### src/rtl/de10_disp_ctl_if.sv
// de10_disp_ctl_if
// Purpose: groups the two requester ports of the DE10 display controller.
//   The PDP-8 IOT register port and the time-of-day handshake share one bundle.
// Signals:
//   iot_sel    IOT device select, one cycle per IOT
//   iot_we     write strobe, qualified by iot_sel
//   iot_addr   register select (IOT low octal digit)
//   iot_wdata  12-bit write data
//   iot_rdata  12-bit read data (combinational)
//   time_valid time word offered
//   time_bcd   packed BCD {H1,H0,M1,M0,S1,S0}
//   time_ready controller accepts the time word
// Modports: master = requester side, slave = controller side.
interface de10_disp_ctl_if;
    logic        iot_sel;
    logic        iot_we;
    logic [2:0]  iot_addr;
    logic [11:0] iot_wdata;
    logic [11:0] iot_rdata;
    logic        time_valid;
    logic [23:0] time_bcd;
    logic        time_ready;

    modport master (
        output iot_sel, iot_we, iot_addr, iot_wdata, time_valid, time_bcd,
        input  iot_rdata, time_ready
    );

    modport slave (
        input  iot_sel, iot_we, iot_addr, iot_wdata, time_valid, time_bcd,
        output iot_rdata, time_ready
    );
endinterface

### src/rtl/de10_disp_ctl.sv
// de10_disp_ctl
// Purpose: owns the six DE10 seven-segment digit registers and the LED
//   register. The PDP-8 IOT port and a time-of-day sequencer share write
//   access to the digits; CPU writes always win. The sequencer captures a
//   packed BCD time word and writes one decoded digit per cycle, hex0 first.
// Ports:
//   clk        system clock (50 MHz)
//   rst_n      asynchronous active-low reset
//   bus        de10_disp_ctl_if.slave: IOT register port + time handshake
//   busy       sequencer is writing digits
//   hex0..hex5 active-low segment drive
//   leds       LED register (never blanked)
module de10_disp_ctl #(
    parameter logic [47:0] RST_DISP  = 48'h73_5E_73_40_7F_79,
    parameter logic [7:0]  BLANK_SEG = 8'h00
) (
    input  logic                  clk,
    input  logic                  rst_n,
    de10_disp_ctl_if.slave        bus,
    output logic                  busy,
    output logic [7:0]            hex0,
    output logic [7:0]            hex1,
    output logic [7:0]            hex2,
    output logic [7:0]            hex3,
    output logic [7:0]            hex4,
    output logic [7:0]            hex5,
    output logic [11:0]           leds
);

    localparam logic [0:0] IDLE = 1'b0;
    localparam logic [0:0] LOAD = 1'b1;

    logic [0:0]  state;
    logic [2:0]  idx;
    logic [23:0] shadow;
    logic [1:0]  mode;
    logic [7:0]  disp [0:5];

    logic        cpu_wr;
    logic        cpu_disp_wr;
    logic        seq_wr;
    logic [3:0]  nibble;
    logic [7:0]  seq_seg;

    // Nibble to active-high segments; A-F shown as hex since time nibbles
    // are not range-checked.
    function automatic logic [7:0] decode(input logic [3:0] n);
        case (n)
            4'h0: decode = 8'h3F;
            4'h1: decode = 8'h06;
            4'h2: decode = 8'h5B;
            4'h3: decode = 8'h4F;
            4'h4: decode = 8'h66;
            4'h5: decode = 8'h6D;
            4'h6: decode = 8'h7D;
            4'h7: decode = 8'h07;
            4'h8: decode = 8'h7F;
            4'h9: decode = 8'h67;
            4'hA: decode = 8'h77;
            4'hB: decode = 8'h7C;
            4'hC: decode = 8'h39;
            4'hD: decode = 8'h5E;
            4'hE: decode = 8'h79;
            default: decode = 8'h71;
        endcase
    endfunction

    assign cpu_wr      = bus.iot_sel & bus.iot_we;
    assign cpu_disp_wr = cpu_wr & (bus.iot_addr < 3'd6);
    assign busy        = (state == LOAD);
    // Any CPU digit write stalls the sequencer for that cycle, even one
    // aimed at a different digit, so the two never write in the same cycle.
    assign seq_wr      = busy & ~cpu_disp_wr;
    assign bus.time_ready = (state == IDLE) & mode[0];

    always_comb begin
        nibble = 4'h0;
        case (idx)
            3'd0: nibble = shadow[3:0];
            3'd1: nibble = shadow[7:4];
            3'd2: nibble = shadow[11:8];
            3'd3: nibble = shadow[15:12];
            3'd4: nibble = shadow[19:16];
            3'd5: nibble = shadow[23:20];
            default: nibble = 4'h0;
        endcase
    end

    assign seq_seg = decode(nibble);

    // Digit registers: CPU write has priority over the sequencer.
    always_ff @(posedge clk or negedge rst_n) begin
        if (!rst_n) begin
            for (int i = 0; i < 6; i++) begin
                disp[i] <= RST_DISP[8*i +: 8];
            end
        end else begin
            for (int i = 0; i < 6; i++) begin
                if (cpu_disp_wr && bus.iot_addr == 3'(i)) begin
                    disp[i] <= bus.iot_wdata[7:0];
                end else if (seq_wr && idx == 3'(i)) begin
                    disp[i] <= seq_seg;
                end
            end
        end
    end

    always_ff @(posedge clk or negedge rst_n) begin
        if (!rst_n) begin
            mode <= 2'b00;
            leds <= 12'h000;
        end else if (cpu_wr) begin
            if (bus.iot_addr == 3'd6) begin
                mode <= bus.iot_wdata[1:0];
            end
            if (bus.iot_addr == 3'd7) begin
                leds <= bus.iot_wdata;
            end
        end
    end

    // Sequencer: capture the word on handshake, then walk idx 0..5. Clearing
    // mode[0] mid-sequence does not abort; it only gates the next accept.
    always_ff @(posedge clk or negedge rst_n) begin
        if (!rst_n) begin
            state  <= IDLE;
            idx    <= 3'd0;
            shadow <= 24'h000000;
        end else begin
            case (state)
                IDLE: begin
                    if (bus.time_valid && bus.time_ready) begin
                        shadow <= bus.time_bcd;
                        idx    <= 3'd0;
                        state  <= LOAD;
                    end
                end
                default: begin
                    if (seq_wr) begin
                        if (idx == 3'd5) begin
                            idx   <= 3'd0;
                            state <= IDLE;
                        end else begin
                            idx <= idx + 3'd1;
                        end
                    end
                end
            endcase
        end
    end

    assign hex0 = mode[1] ? ~BLANK_SEG : ~disp[0];
    assign hex1 = mode[1] ? ~BLANK_SEG : ~disp[1];
    assign hex2 = mode[1] ? ~BLANK_SEG : ~disp[2];
    assign hex3 = mode[1] ? ~BLANK_SEG : ~disp[3];
    assign hex4 = mode[1] ? ~BLANK_SEG : ~disp[4];
    assign hex5 = mode[1] ? ~BLANK_SEG : ~disp[5];

    always_comb begin
        bus.iot_rdata = 12'h000;
        if (bus.iot_sel) begin
            case (bus.iot_addr)
                3'd0: bus.iot_rdata = {4'o0, disp[0]};
                3'd1: bus.iot_rdata = {4'o0, disp[1]};
                3'd2: bus.iot_rdata = {4'o0, disp[2]};
                3'd3: bus.iot_rdata = {4'o0, disp[3]};
                3'd4: bus.iot_rdata = {4'o0, disp[4]};
                3'd5: bus.iot_rdata = {4'o0, disp[5]};
                3'd6: bus.iot_rdata = {9'b0, busy, mode};
                default: bus.iot_rdata = leds;
            endcase
        end
    end

endmodule
### src/flat_wrapper.sv
// flat-port wrapper written by rule: the top's interface ports become plain ports
module de10_disp_ctl_flat 
#(
    parameter logic [47:0] RST_DISP  = 48'h73_5E_73_40_7F_79,
    parameter logic [7:0]  BLANK_SEG = 8'h00
)
  (clk, rst_n, busy, hex0, hex1, hex2, hex3, hex4, hex5, leds, bus_iot_sel, bus_iot_we, bus_iot_addr, bus_iot_wdata, bus_time_valid, bus_time_bcd, bus_iot_rdata, bus_time_ready);
  de10_disp_ctl_if bus_i ();
  input  logic clk;
  input  logic rst_n;
  output logic busy;
  output logic [7:0] hex0;
  output logic [7:0] hex1;
  output logic [7:0] hex2;
  output logic [7:0] hex3;
  output logic [7:0] hex4;
  output logic [7:0] hex5;
  output logic [11:0] leds;
  input wire logic [$bits(bus_i.iot_sel)-1:0] bus_iot_sel;
  input wire logic [$bits(bus_i.iot_we)-1:0] bus_iot_we;
  input wire logic [$bits(bus_i.iot_addr)-1:0] bus_iot_addr;
  input wire logic [$bits(bus_i.iot_wdata)-1:0] bus_iot_wdata;
  input wire logic [$bits(bus_i.time_valid)-1:0] bus_time_valid;
  input wire logic [$bits(bus_i.time_bcd)-1:0] bus_time_bcd;
  output wire logic [$bits(bus_i.iot_rdata)-1:0] bus_iot_rdata;
  output wire logic [$bits(bus_i.time_ready)-1:0] bus_time_ready;
  assign bus_i.iot_sel = bus_iot_sel;
  assign bus_i.iot_we = bus_iot_we;
  assign bus_i.iot_addr = bus_iot_addr;
  assign bus_i.iot_wdata = bus_iot_wdata;
  assign bus_i.time_valid = bus_time_valid;
  assign bus_i.time_bcd = bus_time_bcd;
  assign bus_iot_rdata = bus_i.iot_rdata;
  assign bus_time_ready = bus_i.time_ready;
  de10_disp_ctl #(.RST_DISP(RST_DISP), .BLANK_SEG(BLANK_SEG)) u_core (.clk(clk), .rst_n(rst_n), .bus(bus_i), .busy(busy), .hex0(hex0), .hex1(hex1), .hex2(hex2), .hex3(hex3), .hex4(hex4), .hex5(hex5), .leds(leds));
endmodule
### config.mk
export PLATFORM = sky130hd
export DESIGN_NAME = de10_disp_ctl_flat
export DESIGN_NICKNAME = d
export VERILOG_FILES = /design/src/rtl/de10_disp_ctl_if.sv /design/src/rtl/de10_disp_ctl.sv /design/src/flat_wrapper.sv
export SDC_FILE = /design/constraint.sdc
export NUM_CORES = 1
export LEC_CHECK = 0
export ABC_AREA = 1
export CORE_MARGIN = 3
export CORE_UTILIZATION = 30
export CTS_CLUSTER_DIAMETER = 80
export DETAILED_ROUTE_END_ITERATION = 10
export GPL_ROUTABILITY_DRIVEN = 1
export GPL_TIMING_DRIVEN = 0
export PLACE_DENSITY = 0.54
export SYNTH_ARGS = -nofsm -noshare
export SYNTH_HDL_FRONTEND = slang
export SYNTH_SLANG_ARGS = --single-unit
### constraint.sdc
create_clock -name clk -period 3.8 [get_ports clk]
set_input_delay 0.76 -clock clk [delete_from_list [all_inputs] [get_ports clk]]
set_output_delay 0.76 -clock clk [all_outputs]
set_load 0.005 [all_outputs]
==> summary.txt, run 1 <==
Status
  – Outcome: completed

Yosys
  – Seq cells post-synth: 90
  – Top FF cell, synth: dfrtp_1
  – Leading area contributor after synthesis: dfrtp_1
  – Post-synth top cells: 185 x nand2_1, 88 x inv_1, 62 x dfrtp_1
  – Post-synthesis sequential area ratio: 44.4%
  – Synth top area cells: dfrtp_1 30%, dfstp_2 14%, nand2_1 13%
  – Number of enable flip-flop cells after synthesis: 0
  – Cell count after synthesis: 645
  – Post-synth top area share: 30.1%
  – Cell variety after synth: 39
  – Top-count cell post-synth: nand2_1
  – Syn_nets: 695
  – Post-Syn Area: 5150 um^2
  – Syn_area_per_cell: 7.98 um^2
  – Ys async rst share: 100%
  – Synth warn: 0

Timing
  – Final hold vios: 0
  – Worst Slack Setup Final: 0.104 ns
  – Worst-margin pin slew: 0.591 ns
  – Fmax achieved: 271 MHz
  – Final Setup Violations: 0
  – RSZ-0062 raised after global routing: false
  – Worst slew margin: 60.6%
  – Period utilization: 97.3%
  – Slew Viols, Final: 0
  – Crit path time final: 3.70 ns
  – Clock skew: 0.00769 ns

Route
  – Via density: 4.96
  – Total vias in the final route: 4,957
  – Antenna Violating Nets Remaining: 0
  – Avg WL per Cell: 17.2 um
  – WL final: 17.2 mm
  – DRT iter0 DRCs: 414
  – DRC viols: 0
  – DRT Pass-1 Iters: 5

Critical path
  – Most common cell on crit path: clkdlybuf4s50_1
  – Slowest-stage cell, CP: clkdlybuf4s50_1
  – CP Capture Type: primary output
  – Critical Path RT: 3.04 ns
  – Crit path max fanout: 6
  – R2r setup slk: 1.27 ns
  – Kind of cell adding the most delay to the critical path: buffers and inverters
  – Cells along the critical path: clkdlybuf4s50_1, nor2_1, nand2_1, inv_1, a221oi_1, a31oi_1, clkdlybuf4s50_1
  – Largest stage delay, worst path: 0.62 ns
  – CP startpoint kind: primary input
  – Arrival time at the worst endpoint: 2.94 ns
  – Crit path buf inv count: 3
  – Crit Path Class: in -> out

Placed design
  – Placer Congestion: 0.928
  – Placed Area: 6620 um^2
  – Placed cells: 983
  – I/O Buffers: 117
  – Pre-CTS setup slack: 0.0234 ns
  – Detailed placement HPWL: 13.3 mm

Finish
  – Synthesis-to-layout area growth: 34.8%
  – Utilization after layout: 41.5%
  – Final cell count without fillers: 999
  – Layout cells sized above 1: 15.3%
  – Nets: 824
  – Ant. Diodes: 0
  – Design area: 6940 um^2
  – Number of fill cells: 1,700

Die
  – Row count: 47
  – Starting density of the core: 30.8%
  – Die W: 137 um
  – Placeable Area: 16,700 um^2
  – Die Y: 137 um
  – Io pins: 118
  – Total die area: 18,800 um^2

Clock network
  – CTS root buf: clkbuf_16
  – CTS clock-pin slew for the worst setup and hold paths: 0.07 ns
  – Clk_lat worst skew: 0.35 ns
  – CTS HTree Levels: 3
  – Post-CTS sizing: 0
  – Post-cts hold buffer count: 0
  – Longest Clk Path Bufs: 2
  – Post-CTS Setup Bufs: 0
  – CTS Sinks: 90
  – TritonCTS clock tree: yes
  – CTS Buf Count: 9

Global routing
  – Total gr overflow: 0
  – First-pass GRT wire length: 26.9 mm
  – GRT Util Overall: 18.7%
  – Vias in the first global route: 4,915
  – Largest net degree at the start of global routing: 48
  – Initial antenna violation count: 0

Run
  – Max-cap violations: 0

Pwr
  – LEAKAGE: 3.27 nW
  – Power per cell area: 888 nW/um^2
  – Peak supply drop: 0.460 mV

Worst hold path
  – Hold Path Class: in -> async
==> registers in the layout, indices dropped and copies added, names as in the netlist <==
register and cells:
u_core.disp 48, u_core.mode 2, u_core.busy 1, u_core.leds 12
u_core.shadow 24, u_core.idx 3
==> kinds of logic (layout without fill, tap and decap cells) <==
family	count (synthesis)	count (layout)	share of synthesized area, %
compound gates	128	128	16.1
mux	24	24	5.25
fa+ha+maj	6	6	1.46
simple gates	279	279	23.7
buf+inv	118	252	9.06
flops	90	90	44.4
==> where the power goes <==
part           internal [mW]  total (mW)  switching (mW)
Clock                  0.546       0.913           0.368
Combinational           1.40        3.44            2.04
Sequential              1.51        1.81           0.303
==> area by class of cell <==
| type | count | area [um^2] | area share, % |
|---|---|---|---|
| Sequential cell | 90 | 2290 | 33.0 |
| Clock inverter | 2 | 35.0 | 0.505 |
| Buffer | 18 | 90.1 | 1.30 |
| Inverter | 100 | 377 | 5.43 |
| Tap cell | 220 | 275 | 3.97 |
| Clock buffer | 14 | 264 | 3.80 |
| Timing Repair Buffer | 118 | 1200 | 17.2 |
| Multi-Input combinational cell | 437 | 2410 | 34.8 |
==> worst register-to-register path, delay by kind of cell (launching register included) <==
family | cells | cell delay (ns)
AO/OA/AOI/OAI | 1 | 0.17
adder cells (fa/ha/maj) | 2 | 0.54
AND/OR/NAND/NOR | 9 | 1.01
flip-flops | 1 | 0.37
buffers and inverters | 4 | 0.39
==> path summary, 6_finish.rpt <==
check	start	cells past startpoint	end
min in group clk	u_core.shadow[21]$_DFFE_PN0P_	1	u_core.shadow[21]$_DFFE_PN0P_
hold / removal	rst_n	1	u_core.disp[28]$_DFFE_PN0P_
max in group asynchronous	rst_n	2	u_core.disp[1]$_DFFE_PN1P_
hold reg to reg	u_core.shadow[21]$_DFFE_PN0P_	1	u_core.shadow[21]$_DFFE_PN0P_
setup reg to reg	u_core.idx[0]$_DFFE_PN0P_	16	u_core.disp[43]$_DFFE_PN1P_
setup / recovery	bus_iot_addr[0]	7	bus_iot_rdata[2]
==> placed cells by master, fill, tap and decap left out, types with 3 or more instances in the layout <==
master	instances
a21oi_1	16
a221oi_1	4
a31oi_1	3
buf_2	3
clkbuf_1	14
clkbuf_16	9
clkdlybuf4s50_1	116
dfrtp_1	62
dfstp_2	28
ha_1	6
inv_1	88
inv_2	9
mux2_2	24
nand2_1	185
nand2_2	8
nand3_1	42
nand3_2	6
nand4_1	6
nor2_1	20
nor2_2	4
nor2_4	3
nor3_2	3
o21ai_0	39
o21ai_1	3
o21bai_1	12
o21bai_2	6
o22ai_1	35
==> metal layers <==
metal  share of wire, %  global-route usage, %  routed length (um)  up-vias
met5                  0                      0                   0        -
met4                2.6                   5.65                 444        0
met3                9.5                   5.00                1630       29
met2                 45                   30.0                7770      225
met1                 43                   24.7                7360     2336
li1                   -                      -                   -     2367
==> through the flow <==
stage          total power [mW]  hold WS (ns)  setup TNS (ns)
2_1_floorplan              3.84         0.464               0
3_3_place_gp               5.18         0.491          -90.36
3_5_place_dp               5.26         0.496               0
4_1_cts                    6.21         0.431               0
5_1_grt                    6.67         0.457               0
6_report                   6.16         0.416               0
(Power assumes the default switching activity.)
==> inputs of run 2 (changes only) <==
CELL_PAD_IN_SITES_DETAIL_PLACEMENT = 1   (was unset)
CELL_PAD_IN_SITES_GLOBAL_PLACEMENT = 2   (was unset)
CORE_ASPECT_RATIO = 0.5   (was unset)
PLACE_DENSITY = 0.85   (was 0.54)
==> run 2 against run 1 <==
  * Setup slack gained 0.025 ns
  * Critical path depth grew 1
  * Worst hold slack lost 0.035 ns
  * Largest cell class unchanged
  * Cell count grew 0.70%
  * Clock power grew 9.5%
  * Maximum frequency grew 0.69%
  * Global-route usage grew 1.8 points
  * Final area grew 0.52%
  * Combinational power grew 2%
==> summary.txt, run 2 (same netlist as run 1, synthesis figures left out) <==
Finish
  – Number of fill cells: 2,004 (+18%)
  – Synthesis-to-layout area growth: 35.5%
  – Leading cell type in the layout, fill and taps excluded: nand2_1
  – Nets: 824 (unchanged)
  – Biggest register: u_core.disp
  – Commonest non-fill, non-tap cells in the layout: 185 x nand2_1, 116 x clkdlybuf4s50_1, 87 x inv_1, 62 x dfrtp_1, 41 x nand3_1
  – Design area: 6980 um^2 (+0.52%)
  – Layout cells sized above 1: 15.8% (+0.51 points)
  – Ant. Diodes: 0 (unchanged)
  – Top Registers: u_core.disp: 48 flops, u_core.shadow: 24 flops, u_core.leds: 12 flops
  – Utilization after layout: 42.0% (+0.48 points)
  – Max reg flops: 48 (unchanged)
  – Final cell count without fillers: 1,006 (+0.70%)

Die
  – Starting density of the core: 31.0% (+0.19 points)
  – Placeable Area: 16,600 um^2 (-0.61%)
  – Die W: 191 um (+40%)
  – Total die area: 18,900 um^2 (+0.51%)
  – Die Y: 98.6 um (-28%)
  – Row count: 33 (-30%)
  – Io pins: 118 (unchanged)

Timing
  – Final hold vios: 0 (unchanged)
  – Final Setup Violations: 0 (unchanged)
  – Worst Slack Setup Final: 0.129 ns (+0.0254 ns)
  – Setup TNS Final: 0 ns (unchanged)
  – RSZ-0062 raised after global routing: true
  – Worst hold-check slack: 0.381 ns (-0.0347 ns)
  – Worst slew margin: 59.9% (-0.68 points)
  – Slew Viols, Final: 0 (unchanged)
  – Period utilization: 96.6% (-0.67 points)
  – Worst-margin pin slew: 0.601 ns (+0.0102 ns)
  – Clock skew: 0.0135 ns (+0.00586 ns)
  – Fmax achieved: 272 MHz (+0.69%)
  – Crit path time final: 3.67 ns (-0.0254 ns)

Critical path
  – Crit path max fanout: 10 (+4)
  – R2R Path Start: u_core.idx[0]$_DFFE_PN0P_
  – Critical Path RT: 3.04 ns (about the same)
  – Arrival time at the worst endpoint: 2.91 ns (-0.03 ns)
  – CP startpoint kind: primary input
  – CP Capture Type: primary output
  – Crit Path Class: in -> out
  – Critical path origin: bus_iot_addr[0]

Global routing
  – Initial antenna violation count: 0 (unchanged)
  – Largest net degree at the start of global routing: 54 (+13%)
  – Vias in the first global route: 5,364 (+9.1%)
  – Total gr overflow: 0 (unchanged)
  – First-pass GRT wire length: 29.9 mm (+11%)
  – GRT Util Overall: 20.5% (+1.8 points)

Clock network
  – CTS Buf Count: 9 (unchanged)
  – Clk_lat worst skew: 0.36 ns (about the same)
  – CTS Sinks: 90 (unchanged)
  – Longest Clk Path Bufs: 2 (unchanged)
  – CTS root buf: clkbuf_16
  – CTS clock-pin slew for the worst setup and hold paths: 0.07 ns (about the same)
  – Post-CTS Setup Bufs: 0 (unchanged)
  – TritonCTS clock tree: yes
  – CTS HTree Levels: 3 (unchanged)

Placed design
  – Pre-CTS setup slack: -0.0123 ns (-0.0357 ns)
  – I/O Buffers: 117 (unchanged)
  – Detailed placement HPWL: 14.5 mm (+8.4%)
  – Placed cells: 990 (+0.71%)
  – Placed Area: 6630 um^2 (+0.13%)
  – Placer Congestion: 0.906 (-2.4%)

Route
  – DRT Pass-1 Iters: 4 (-1)
  – DRC viols: 0 (unchanged)
  – Antenna Violating Nets Remaining: 0 (unchanged)
  – Avg WL per Cell: 18.7 um (+8.3%)
  – WL final: 18.8 mm (+9.1%)
  – Via density: 5.03 (+1.3%)
  – Total vias in the final route: 5,057 (+2.0%)
  – DRT iter0 DRCs: 273 (-34%)

Pwr
  – Power per cell area: 908 nW/um^2 (+2.3%)
  – Peak supply drop: 0.424 mV (-7.9%)
  – Power Total: 6.34 mW (+2.9%)
  – LEAKAGE: 3.28 nW (+0.25%)

Run
  – Max-cap violations: 0 (unchanged)

Status
  – Outcome: completed

Worst hold path
  – Hold Path Class: in -> async
## run 2: cell types whose count changed in the layout (fill, tap and decap cells not counted), sizes merged
cell	delta
clkbuf	-3
clkinvlp	+1
clkinv	+1
bufinv	+1
## run 2: power breakdown
| part | leakage, nW | total, mW | internal [mW] | switching, mW |
|---|---|---|---|---|
| Clock | 0.156 | 1.00 | 0.593 | 0.410 |
| Sequential | 1.05 | 1.83 | 1.51 | 0.326 |
| Combinational | 2.07 | 3.50 | 1.40 | 2.10 |
## run 2: path summary, 6_finish.rpt
check,end,slack [ns],cells past startpoint
max reg2reg,u_core.disp[12]$_DFFE_PN1P_,1.29,14
min in group clk,u_core.shadow[13]$_DFFE_PN0P_,0.51,1
max in group asynchronous,u_core.disp[30]$_DFFE_PN1P_,2.71,2
min reg2reg,u_core.shadow[13]$_DFFE_PN0P_,0.51,1
max,bus_iot_rdata[5],0.13,8
min,u_core.disp[19]$_DFFE_PN0P_,0.38,1
## run 2: cell type report
cell class / count / area, um^2 / area share (%)
Sequential cell: 90 / 2290 / 32.8
Multi-Input combinational cell: 437 / 2420 / 34.7
Inverter: 100 / 377 / 5.40
Timing Repair Buffer: 118 / 1200 / 17.1
Clock inverter: 5 / 77.6 / 1.11
Tap cell: 227 / 284 / 4.07
Buffer: 18 / 90.1 / 1.29
Clock buffer: 11 / 243 / 3.48
## run 2: what timing repair did
item / 4_1_cts / 5_1_grt
pin swaps: 0 / 0
resized for setup: 1 / 5
endpoints found under the setup margin: 1 / 5
hold buffers: 0 / 0
## run 2: routing by layer
metal  track usage (%)  up-vias  wire, um
li1                  -     2382         -
met5                 0        -         0
met2              33.5      123      8600
met4              3.83        0       148
met3              4.58       15       982
met1              28.1     2537      9040
## run 2: worst max-delay path, stage by stage
cell and delay, ns:
clkdlybuf4s50_1 0.62, inv_1 0.14, nor2_4 0.32, inv_1 0.16
o21ai_0 0.10, a221oi_1 0.07, a21oi_1 0.20, clkdlybuf4s50_1 0.54
